File: src/rtl/rsa_modexp_ctrl.sv
// Left-to-right square-and-multiply controller for base^exponent mod N; every product is
// handed to an external mod-N reduction responder. Optional wait timeout: RED_TIMEOUT_EN.
module rsa_modexp_ctrl #(
  parameter int DATA_W = 6,
  parameter int EXP_W  = 6,
  parameter int OPER_W = 18
`ifdef RED_TIMEOUT_EN
  , parameter int TIMEOUT_CYC = 16
`endif
) (
  input  logic              clk,
  input  logic              rst_n,
  input  logic              start,
  input  logic [DATA_W-1:0] base,
  input  logic [EXP_W-1:0]  exponent,
  output logic              busy,
  output logic              done,
  output logic              err,
  output logic [DATA_W-1:0] result,
  output logic              red_req,
  output logic [OPER_W-1:0] red_operand,
  input  logic              red_valid,
  input  logic [DATA_W-1:0] red_result
);

  localparam int IDX_W = (EXP_W > 1) ? $clog2(EXP_W) : 1;

  typedef enum logic [2:0] {IDLE, RBASE, SQ, SQW, MUL, MULW, FIN} state_e;

  state_e              state_q, state_d;
  logic [DATA_W-1:0]   base_q, base_d;
  logic [EXP_W-1:0]    exp_q, exp_d;
  logic [DATA_W-1:0]   acc_q, acc_d;
  logic [IDX_W-1:0]    idx_q, idx_d;
  logic [DATA_W-1:0]   result_q, result_d;
  logic [OPER_W-1:0]   oper_q, oper_d;
  logic                red_req_q, red_req_d;
  logic                busy_q, busy_d;
  logic                done_q, done_d;
  logic                err_q, err_d;
  logic                timeout;

  // Full-width product, zero-extended to the reduction operand width.
  function automatic logic [OPER_W-1:0] mul_ext(input logic [DATA_W-1:0] a,
                                                input logic [DATA_W-1:0] b);
    logic [2*DATA_W-1:0] p;
    p = (2*DATA_W)'(a) * (2*DATA_W)'(b);
    return OPER_W'(p);
  endfunction

`ifdef RED_TIMEOUT_EN
  localparam int CNT_W = $clog2(TIMEOUT_CYC + 1);

  logic [CNT_W-1:0] cnt_q, cnt_d;
  logic             waiting;

  // The first RBASE cycle carries the request itself, so it is not a wait cycle.
  assign waiting = (state_q == SQW) || (state_q == MULW) ||
                   ((state_q == RBASE) && !red_req_q);
  // Counting the request cycle as 0, FIN (done+err) lands in cycle TIMEOUT_CYC.
  assign timeout = waiting && !red_valid && (cnt_q == CNT_W'(TIMEOUT_CYC - 2));

  always_comb begin
    cnt_d = cnt_q;
    if (red_req_q) begin
      cnt_d = '0;
    end else if (waiting) begin
      cnt_d = cnt_q + CNT_W'(1);
    end
  end

  always_ff @(posedge clk or negedge rst_n) begin
    if (!rst_n) begin
      cnt_q <= '0;
    end else begin
      cnt_q <= cnt_d;
    end
  end
`else
  assign timeout = 1'b0;
`endif

  always_comb begin
    state_d   = state_q;
    base_d    = base_q;
    exp_d     = exp_q;
    acc_d     = acc_q;
    idx_d     = idx_q;
    result_d  = result_q;
    oper_d    = oper_q;
    red_req_d = 1'b0;
    done_d    = 1'b0;
    err_d     = 1'b0;

    case (state_q)
      IDLE: begin
        if (start) begin
          base_d    = base;
          exp_d     = exponent;
          acc_d     = DATA_W'(1);
          idx_d     = IDX_W'(EXP_W - 1);
          oper_d    = OPER_W'(base);
          red_req_d = 1'b1;
          state_d   = RBASE;
        end
      end
      RBASE: begin
        if (red_valid && !red_req_q) begin
          base_d  = red_result;
          state_d = SQ;
        end
      end
      SQ: state_d = SQW;
      SQW: begin
        if (red_valid) begin
          acc_d = red_result;
          if (exp_q[idx_q]) begin
            state_d = MUL;
          end else if (idx_q == '0) begin
            state_d = FIN;
          end else begin
            idx_d   = idx_q - IDX_W'(1);
            state_d = SQ;
          end
        end
      end
      MUL: state_d = MULW;
      MULW: begin
        if (red_valid) begin
          acc_d = red_result;
          if (idx_q == '0) begin
            state_d = FIN;
          end else begin
            idx_d   = idx_q - IDX_W'(1);
            state_d = SQ;
          end
        end
      end
      FIN: state_d = IDLE;
      default: state_d = IDLE;
    endcase

    if (timeout) begin
      state_d = FIN;
    end

    // Requests are registered: operand and strobe appear in the SQ/MUL cycle itself.
    if ((state_d == SQ) || (state_d == MUL)) begin
      red_req_d = 1'b1;
      oper_d    = mul_ext(acc_d, (state_d == MUL) ? base_q : acc_d);
    end

    if (state_d == FIN) begin
      done_d   = 1'b1;
      err_d    = timeout;
      result_d = timeout ? '0 : acc_d;
    end

    busy_d = (state_d != IDLE);
  end

  always_ff @(posedge clk or negedge rst_n) begin
    if (!rst_n) begin
      state_q   <= IDLE;
      base_q    <= '0;
      exp_q     <= '0;
      acc_q     <= '0;
      idx_q     <= '0;
      result_q  <= '0;
      oper_q    <= '0;
      red_req_q <= 1'b0;
      busy_q    <= 1'b0;
      done_q    <= 1'b0;
      err_q     <= 1'b0;
    end else begin
      state_q   <= state_d;
      base_q    <= base_d;
      exp_q     <= exp_d;
      acc_q     <= acc_d;
      idx_q     <= idx_d;
      result_q  <= result_d;
      oper_q    <= oper_d;
      red_req_q <= red_req_d;
      busy_q    <= busy_d;
      done_q    <= done_d;
      err_q     <= err_d;
    end
  end

  assign busy        = busy_q;
  assign done        = done_q;
  assign err         = err_q;
  assign result      = result_q;
  assign red_req     = red_req_q;
  assign red_operand = oper_q;

endmodule

File: config.mk
export PLATFORM = sky130hd
export DESIGN_NAME = rsa_modexp_ctrl
export DESIGN_NICKNAME = d
export VERILOG_FILES = /design/src/rtl/rsa_modexp_ctrl.sv
export SDC_FILE = /design/constraint.sdc
export NUM_CORES = 1
export LEC_CHECK = 0
export CELL_PAD_IN_SITES_DETAIL_PLACEMENT = 0
export CELL_PAD_IN_SITES_GLOBAL_PLACEMENT = 2
export CORE_ASPECT_RATIO = 0.75
export CORE_UTILIZATION = 34
export CTS_CLUSTER_SIZE = 30
export DETAILED_ROUTE_END_ITERATION = 10
export HOLD_SLACK_MARGIN = 0.15
export PLACE_DENSITY_LB_ADDON = 0.1
export SETUP_SLACK_MARGIN = 0.1
export SLEW_MARGIN = 30
export SYNTH_ARGS = -nofsm -noshare
export SYNTH_HDL_FRONTEND = slang
export SYNTH_SLANG_ARGS = --single-unit
File: constraint.sdc
create_clock -name clk -period 5.7 [get_ports clk]
set_input_delay 0.855 -clock clk [delete_from_list [all_inputs] [get_ports clk]]
set_output_delay 0.855 -clock clk [all_outputs]
set_load 0.01 [all_outputs]
==> Word-level counts from Yosys, hierarchy flattened <==
Index checks and enable logic that the tools add are counted.
{ "word_totals": {"word_cells": 70, "output_inout_bits": 28, "input_bits": 22, "regBits": 51} }
{ "classes": {"eq_ne": 13, "n_reduce_logical": 15, "n_mul": 1, "n_addsub": 1, "n_lt_le_gt_ge": 1, "muxes": 29} }
{ "ops": {"columns": ["operator", "count"], "rows": [
  ["2-to-1 mux 18 bit", 3],
  ["2-to-1 mux 3 bit", 11],
  ["2-to-1 mux 6 bit", 5],
  ["case mux 6 bit (2 select lines)", 2],
  ["case mux 3 bit (6 select lines)", 1],
  ["equality test 3 bit (second input constant)", 4],
  ["multiplier 6 x 6 -> 12 bit", 1],
  ["inequality test 2 bit (second input constant)", 5],
  ["equality test 3 x 2 -> 1 bit (second input constant)", 3],
  ["case mux 3 bit (3 select lines)", 1],
  ["logical NOT 3 bit", 2],
  ["nonzero test 2 bit", 3],
  ["nonzero test 3 bit", 2],
  ["2-to-1 mux 1 bit", 5],
  ["AND reduction 5 bit", 1],
  ["< comparator 3 x 4 -> 1 bit (second input constant)", 1],
  ["AND reduction 2 bit", 2],
  ["binary-select mux 1 bit (select 3 bit)", 1],
  ["equality test 3 x 1 -> 1 bit (second input constant)", 1],
  ["AND reduction 3 bit", 1],
  ["subtractor 3 x 1 -> 3 bit (second input constant)", 1],
  ["OR reduction 2 bit", 1],
  ["logical AND 1 bit", 1],
  ["logical NOT 1 bit", 1],
  ["logical OR 1 bit", 1]
]} }

==> Logic depth before layout (Yosys ltp) <==
{ "depth": {"word_depth": 9, "mapped_depth": 22, "ltp_nobuf": 21} }

==> Least setup slack after synthesis <==
No wires, ideal clock.
{ "synth_timing": {"path_kind": "input to register", "startpoint": "in red_valid", "endpoint": "reg oper_q[11] (netlist: red_operand[11])", "path_buffers": 1, "t_arrival_ns": 5.224, "required_ns": 5.621, "setup_slack_ns": 0.396, "path_stages": 18, "setup_time_ns": 0.079, "path_cell_list": "nand2_1 -> a221oi_1 -> a22oi_2 -> nand3_1 -> buf_2 -> mux2i_1 -> nand2b_1 -> fa_1 -> fa_1 -> fa_1 -> inv_1 -> ha_1 -> a211oi_1 -> o21bai_1 -> a2111oi_0 -> nor3_1 -> xor2_1 -> mux2i_1"} }
{ "synth_between": {"elab_chain_len": 7, "elab_cells_between_ends": 16, "classes_between": "1 x mul; 2 x eq/ne; 8 x mux; 5 x reduce/logical"} }
{ "synth_lines": {"columns": ["item", "line", "rtl"], "rows": [
  ["start, declared", "22", "input logic red_valid,"],
  ["logical AND 1 bit", "108", "if (red_valid && !red_req_q) begin"],
  ["2-to-1 mux 3 bit", "108", null],
  ["case mux 3 bit (6 select lines) *", "95", "case (state_q)"],
  ["named net state_d[2]", "30", "state_e state_q, state_d;"],
  ["equality test 3 bit or equality test 3 x 2 -> 1 bit (tied branches)", "148, 150", null],
  ["2-to-1 mux 6 bit or logical OR 1 bit (tied branches)", "150, 148", null],
  ["multiplier 6 x 6 -> 12 bit or nonzero test 2 bit (tied branches)", null, null],
  ["2-to-1 mux 18 bit or AND reduction 2 bit (tied branches)", null, null],
  ["end signal, assigned", "182", "oper_q <= oper_d;"],
  ["end, declared", "36", "logic [OPER_W-1:0] oper_q, oper_d;"]
]} }
Mark *: on every way through the listed nets, which the timed path passes. The rest lies on a longest branch.
A chain may end at the register's enable or synchronous reset.

==> Final worst setup path <==
{ "layout_timing": {"startpoint": "reg idx_q[0]", "endpoint": "reg oper_q[11] (netlist: red_operand[11])"} }
{ "layout_between": {"elab_chain_len": 9, "elab_cells_between_ends": 17, "classes_between": "1 x mul; 2 x eq/ne; 9 x mux; 5 x reduce/logical"} }
{ "layout_lines": {"columns": ["item", "line", "rtl"], "rows": [
  ["start, declared", "34", "logic [IDX_W-1:0] idx_q, idx_d;"],
  ["start signal, assigned", "180", "idx_q <= idx_d;"],
  ["binary-select mux 1 bit (select 3 bit) or logical NOT 3 bit (tied branches)", "117, 119, 131", null],
  ["2-to-1 mux 1 bit (implied by the code) or 2-to-1 mux 3 bit (tied branches)", "117, 119, 131", null],
  ["2-to-1 mux 3 bit", "117", "if (exp_q[idx_q]) begin"],
  ["2-to-1 mux 3 bit", "115", "if (red_valid) begin"],
  ["case mux 3 bit (6 select lines) *", "95", null],
  ["named net state_d[2]", "30", null],
  ["equality test 3 bit or equality test 3 x 2 -> 1 bit (tied branches)", "148, 150", null],
  ["2-to-1 mux 6 bit or logical OR 1 bit (tied branches)", "150, 148", null],
  ["multiplier 6 x 6 -> 12 bit or nonzero test 2 bit (tied branches)", null, null],
  ["2-to-1 mux 18 bit or AND reduction 2 bit (tied branches)", null, null]
]} }
Mark *: on every way through the listed nets, which the timed path passes. The rest lies on a longest branch. The select of a mux whose other input is x is not followed.

==> flow_results.xml <==
<?xml version="1.0" encoding="UTF-8"?>
<metrics>
  <group name="setup_path">
    <metric name="crit_path_start_kind" unit="">flip-flop</metric>
    <metric name="critPathArrivalTime" unit="ps">5340</metric>
    <metric name="capturing_element_type_of_the_critical_path" unit="">flip-flop</metric>
    <metric name="crit_path_max_fanout" unit="">6</metric>
    <metric name="critPathRequiredTime" unit="ps">5900</metric>
    <metric name="setup.reg_to_reg.worst_slack" unit="ps">560</metric>
    <metric name="crit_type" unit="">flip-flop to flip-flop</metric>
  </group>
  <group name="synth">
    <metric name="yosys_most_used_dff" unit="">sky130_fd_sc_hd__dfrtp_1</metric>
    <metric name="synth_compound_gate_area_share" unit="">0.123</metric>
    <metric name="synth.top_cells.by_area" unit="">sky130_fd_sc_hd__dfrtp_1 (34%), sky130_fd_sc_hd__fa_1 (10%), sky130_fd_sc_hd__ha_1 (8.4%)</metric>
    <metric name="post_synth_and_or_nand_nor_area_fraction" unit="">0.174</metric>
    <metric name="most_frequent_cell_after_synthesis" unit="">sky130_fd_sc_hd__nand2_1</metric>
    <metric name="number_of_enable_flip_flop_cells_after_synthesis" unit="">0</metric>
    <metric name="synth-adder-area-share" unit="">0.187</metric>
    <metric name="synthMuxAreaShare" unit="">0.0844</metric>
    <metric name="async_set_or_reset_register_ratio_after_synthesis" unit="">1.00</metric>
    <metric name="count_of_distinct_cell_types_in_the_synthesized_netlist" unit="">47</metric>
    <metric name="yosys_warnings" unit="">0</metric>
    <metric name="yosysSeqAreaShare" unit="">0.342</metric>
    <metric name="synth_xor_area_frac" unit="">0.0209</metric>
    <metric name="synth_seq_cells" unit="">45</metric>
    <metric name="largest_family_of_logic_cells_by_synthesized_area" unit="">adder cells</metric>
    <metric name="synth_area_per_cell" unit="sq um">9.63</metric>
    <metric name="post_synth_inst_count" unit="">342</metric>
    <metric name="post-synth-top-area-fraction" unit="">0.342</metric>
    <metric name="syn-cell-area" unit="sq um">3290</metric>
    <metric name="netlist.top_cell.by_area" unit="">sky130_fd_sc_hd__dfrtp_1</metric>
    <metric name="cell_types_with_the_highest_counts_after_synthesis" unit="">sky130_fd_sc_hd__nand2_1 (50), sky130_fd_sc_hd__dfrtp_1 (45), sky130_fd_sc_hd__inv_1 (33)</metric>
  </group>
  <group name="grt">
    <metric name="grt_antenna_before_repair" unit="">0</metric>
    <metric name="grt_max_degree" unit="">46</metric>
    <metric name="grtUsageMet2" unit="">0.259</metric>
    <metric name="overflow" unit="">0</metric>
    <metric name="global_route.usage.met3" unit="">0.0459</metric>
    <metric name="grt_pass1_wl" unit="um">13900</metric>
    <metric name="grt_pass1_vias" unit="">2727</metric>
    <metric name="met1_usage" unit="">0.287</metric>
    <metric name="overall_track_demand_over_capacity_in_global_routing" unit="">0.185</metric>
    <metric name="highest_utilization_routing_layer_at_the_global_route_stage" unit="">met1</metric>
  </group>
  <group name="power_and_ir_drop">
    <metric name="p_leak" unit="uW">0.00205</metric>
    <metric name="power_density" unit="nW/um^2">714</metric>
    <metric name="vdd_ir_drop_max" unit="V">0.000388</metric>
  </group>
  <group name="timing">
    <metric name="fin_crit" unit="ps">5140</metric>
    <metric name="grt_setup_unrepaired" unit="">no</metric>
    <metric name="final_number_of_max_transition_violations" unit="">0</metric>
    <metric name="worst_pin_slew" unit="ps">910</metric>
    <metric name="setup_viol_count_final" unit="">0</metric>
    <metric name="fin_skew" unit="ps">6.02</metric>
    <metric name="final.period_utilization" unit="">0.901</metric>
    <metric name="final_hold_viol_count" unit="">0</metric>
    <metric name="maxClockFrequency" unit="MHz">195</metric>
    <metric name="final.setup.tns" unit="ps">0</metric>
    <metric name="max-slew-margin-rel" unit="">0.391</metric>
  </group>
  <group name="placed_design">
    <metric name="placed_cell_area" unit="sq um">4080</metric>
    <metric name="place_congestion" unit="">0.821</metric>
    <metric name="port-buffer-count" unit="">42</metric>
    <metric name="detailedPlacementHpwl" unit="um">6510</metric>
  </group>
  <group name="run_status">
    <metric name="status" unit="">finished, final reports clean</metric>
  </group>
  <group name="clocking">
    <metric name="clock_insertion_delay_worst_skew" unit="ps">290</metric>
    <metric name="cts-buffers-inserted" unit="">5</metric>
    <metric name="numClockSinks" unit="">45</metric>
    <metric name="clockRootBuffer" unit="">sky130_fd_sc_hd__clkbuf_16</metric>
    <metric name="path_clk_slew" unit="ps">60</metric>
    <metric name="clock_tree.htree_level_count" unit="">2</metric>
    <metric name="cts.path.max_buffers" unit="">2</metric>
    <metric name="hold_buffers_post_cts" unit="">0</metric>
    <metric name="cts_tree" unit="">done</metric>
  </group>
  <group name="die">
    <metric name="number_of_placement_rows" unit="">30</metric>
    <metric name="die_height" unit="um">87.2</metric>
    <metric name="fp.dieW" unit="um">116</metric>
    <metric name="start_util" unit="">0.357</metric>
    <metric name="die_ar" unit="sq um">10100</metric>
    <metric name="io_pins" unit="">50</metric>
    <metric name="floorplan.core_area" unit="sq um">9230</metric>
  </group>
  <group name="routing">
    <metric name="detail_route.iter0.violations" unit="">90</metric>
    <metric name="routed_wire_length_per_instance" unit="um">15.1</metric>
    <metric name="drc" unit="">0</metric>
    <metric name="ant_nets" unit="">0</metric>
    <metric name="vias_per_cell" unit="">4.77</metric>
    <metric name="detailedRoute.firstPassIterationCount" unit="">4</metric>
    <metric name="route.vias.total" unit="">2606</metric>
    <metric name="drt-total-wl" unit="um">8220</metric>
  </group>
  <group name="final_layout">
    <metric name="post-route-cell-area" unit="sq um">4320</metric>
    <metric name="layout-drive-gt1-share" unit="">0.175</metric>
    <metric name="final_stage_net_count" unit="">479</metric>
    <metric name="syn2layout_area_growth" unit="%">31.2</metric>
    <metric name="antenna-diode-count" unit="">0</metric>
  </group>
  <group name="hold_path">
    <metric name="min_path_type" unit="">flip-flop to flip-flop</metric>
  </group>
  <group name="run">
    <metric name="drv_cap" unit="">0</metric>
  </group>
</metrics>
## layout by cell type, fill, tap and decap left out, types with 15 or more instances in the layout
cell type	synthesis	layout
sky130_fd_sc_hd__buf_4	7	35
sky130_fd_sc_hd__clkdlybuf4s50_1	0	40
sky130_fd_sc_hd__dfrtp_1	45	45
sky130_fd_sc_hd__fa_1	17	17
sky130_fd_sc_hd__ha_1	22	22
sky130_fd_sc_hd__inv_1	33	33
sky130_fd_sc_hd__nand2_1	50	49
sky130_fd_sc_hd__nor2_1	15	15
sky130_fd_sc_hd__o21ai_0	18	17
## final timing paths
kind / startpoint / to / depth (start not counted)
max: idx_q[0]$_DFFE_PN0P_ / red_operand[11]$_DFFE_PN0P_ / 20
min: exp_q[5]$_DFFE_PN0P_ / exp_q[5]$_DFFE_PN0P_ / 2
max reg2reg: idx_q[0]$_DFFE_PN0P_ / red_operand[11]$_DFFE_PN0P_ / 20
min reg2reg: exp_q[5]$_DFFE_PN0P_ / exp_q[5]$_DFFE_PN0P_ / 2
max in group asynchronous: rst_n / red_operand[10]$_DFFE_PN0P_ / 1
min in group asynchronous: rst_n / busy$_DFF_PN0_ / 1
## sequential cells by signal, indices dropped and copies added, names as in the netlist, 3 cells and up
| signal | count |
|---|---|
| red_operand | 12 |
| acc_q | 6 |
| base_q | 6 |
| exp_q | 6 |
| result | 6 |
| idx_q | 3 |
| state_q | 3 |
## layout make-up
| class | count | area (sq um) |
|---|---|---|
| clock buffer | 5 | 125 |
| inverter | 33 | 124 |
| fill | 940 | 4910 |
| multi-input combinational | 254 | 2030 |
| clock inverter | 2 | 35.0 |
| sequential | 45 | 1130 |
| timing repair buffer | 79 | 716 |
| tap | 128 | 160 |
## kinds of logic (layout without fill, tap and decap cells)
group,after synthesis,in the layout
XOR/XNOR,7,7
multiplexers,25,25
AO/OA/AOI/OAI,58,58
AND/OR/NAND/NOR,118,118
flip-flops,45,45
adder cells (fa/ha/maj),39,39
other,1,7
buffers and inverters,49,119
## what timing repair did
item | CTS | global route
endpoints found under the hold margin | 0 | 0
pin swaps | 0 | 5
endpoints found under the setup margin | 2 | 5
setup buffers | 0 | 0
gates cloned | 0 | 1
gates resized for setup | 4 | 13
## critical path, stage by stage (launching register included)
cell and delay, ps:
sky130_fd_sc_hd__dfrtp_1 420, sky130_fd_sc_hd__inv_1 110, sky130_fd_sc_hd__ha_1 140, sky130_fd_sc_hd__nor2b_1 310
sky130_fd_sc_hd__o21ai_0 150, sky130_fd_sc_hd__a22oi_2 210, sky130_fd_sc_hd__nand3_2 130, sky130_fd_sc_hd__buf_8 180
sky130_fd_sc_hd__mux2_2 270, sky130_fd_sc_hd__nand2_1 90, sky130_fd_sc_hd__fa_1 500, sky130_fd_sc_hd__fa_1 530
sky130_fd_sc_hd__fa_1 550, sky130_fd_sc_hd__inv_1 40, sky130_fd_sc_hd__ha_1 320, sky130_fd_sc_hd__a211oi_1 210
sky130_fd_sc_hd__o21bai_1 120, sky130_fd_sc_hd__a2111oi_1 330, sky130_fd_sc_hd__nor3_1 120, sky130_fd_sc_hd__xor2_1 150
sky130_fd_sc_hd__mux2i_1 150
## per-layer routing
| layer | share of wire | routed length, um | up-vias |
|---|---|---|---|
| met5 | 0 | 0 | - |
| met4 | 0.0075 | 62 | 0 |
| met3 | 0.044 | 362 | 8 |
| met2 | 0.39 | 3220 | 58 |
| met1 | 0.56 | 4570 | 1257 |
| li1 | - | - | 1283 |
## report_power, final
| part | internal (uW) | leakage (uW) | total, uW | switching (uW) |
|---|---|---|---|---|
| logic | 1070 | 0.00142 | 2200 | 1130 |
| clock network | 203 | 0.0000797 | 322 | 118 |
| registers | 463 | 0.000560 | 562 | 99.5 |
## per-stage QoR
stage	hold WS (ps)	cells	total power, uW	setup WS (ps)	util
after floorplan	437	348	1940	396	-
after global placement	456	538	2730	-179	0.441
after detailed placement	461	538	2720	-221	0.441
after CTS	478	545	3080	111	0.460
after global routing	512	546	3440	186	0.468
final	473	546	3080	564	0.468
Power figures use the tool's default switching activity.
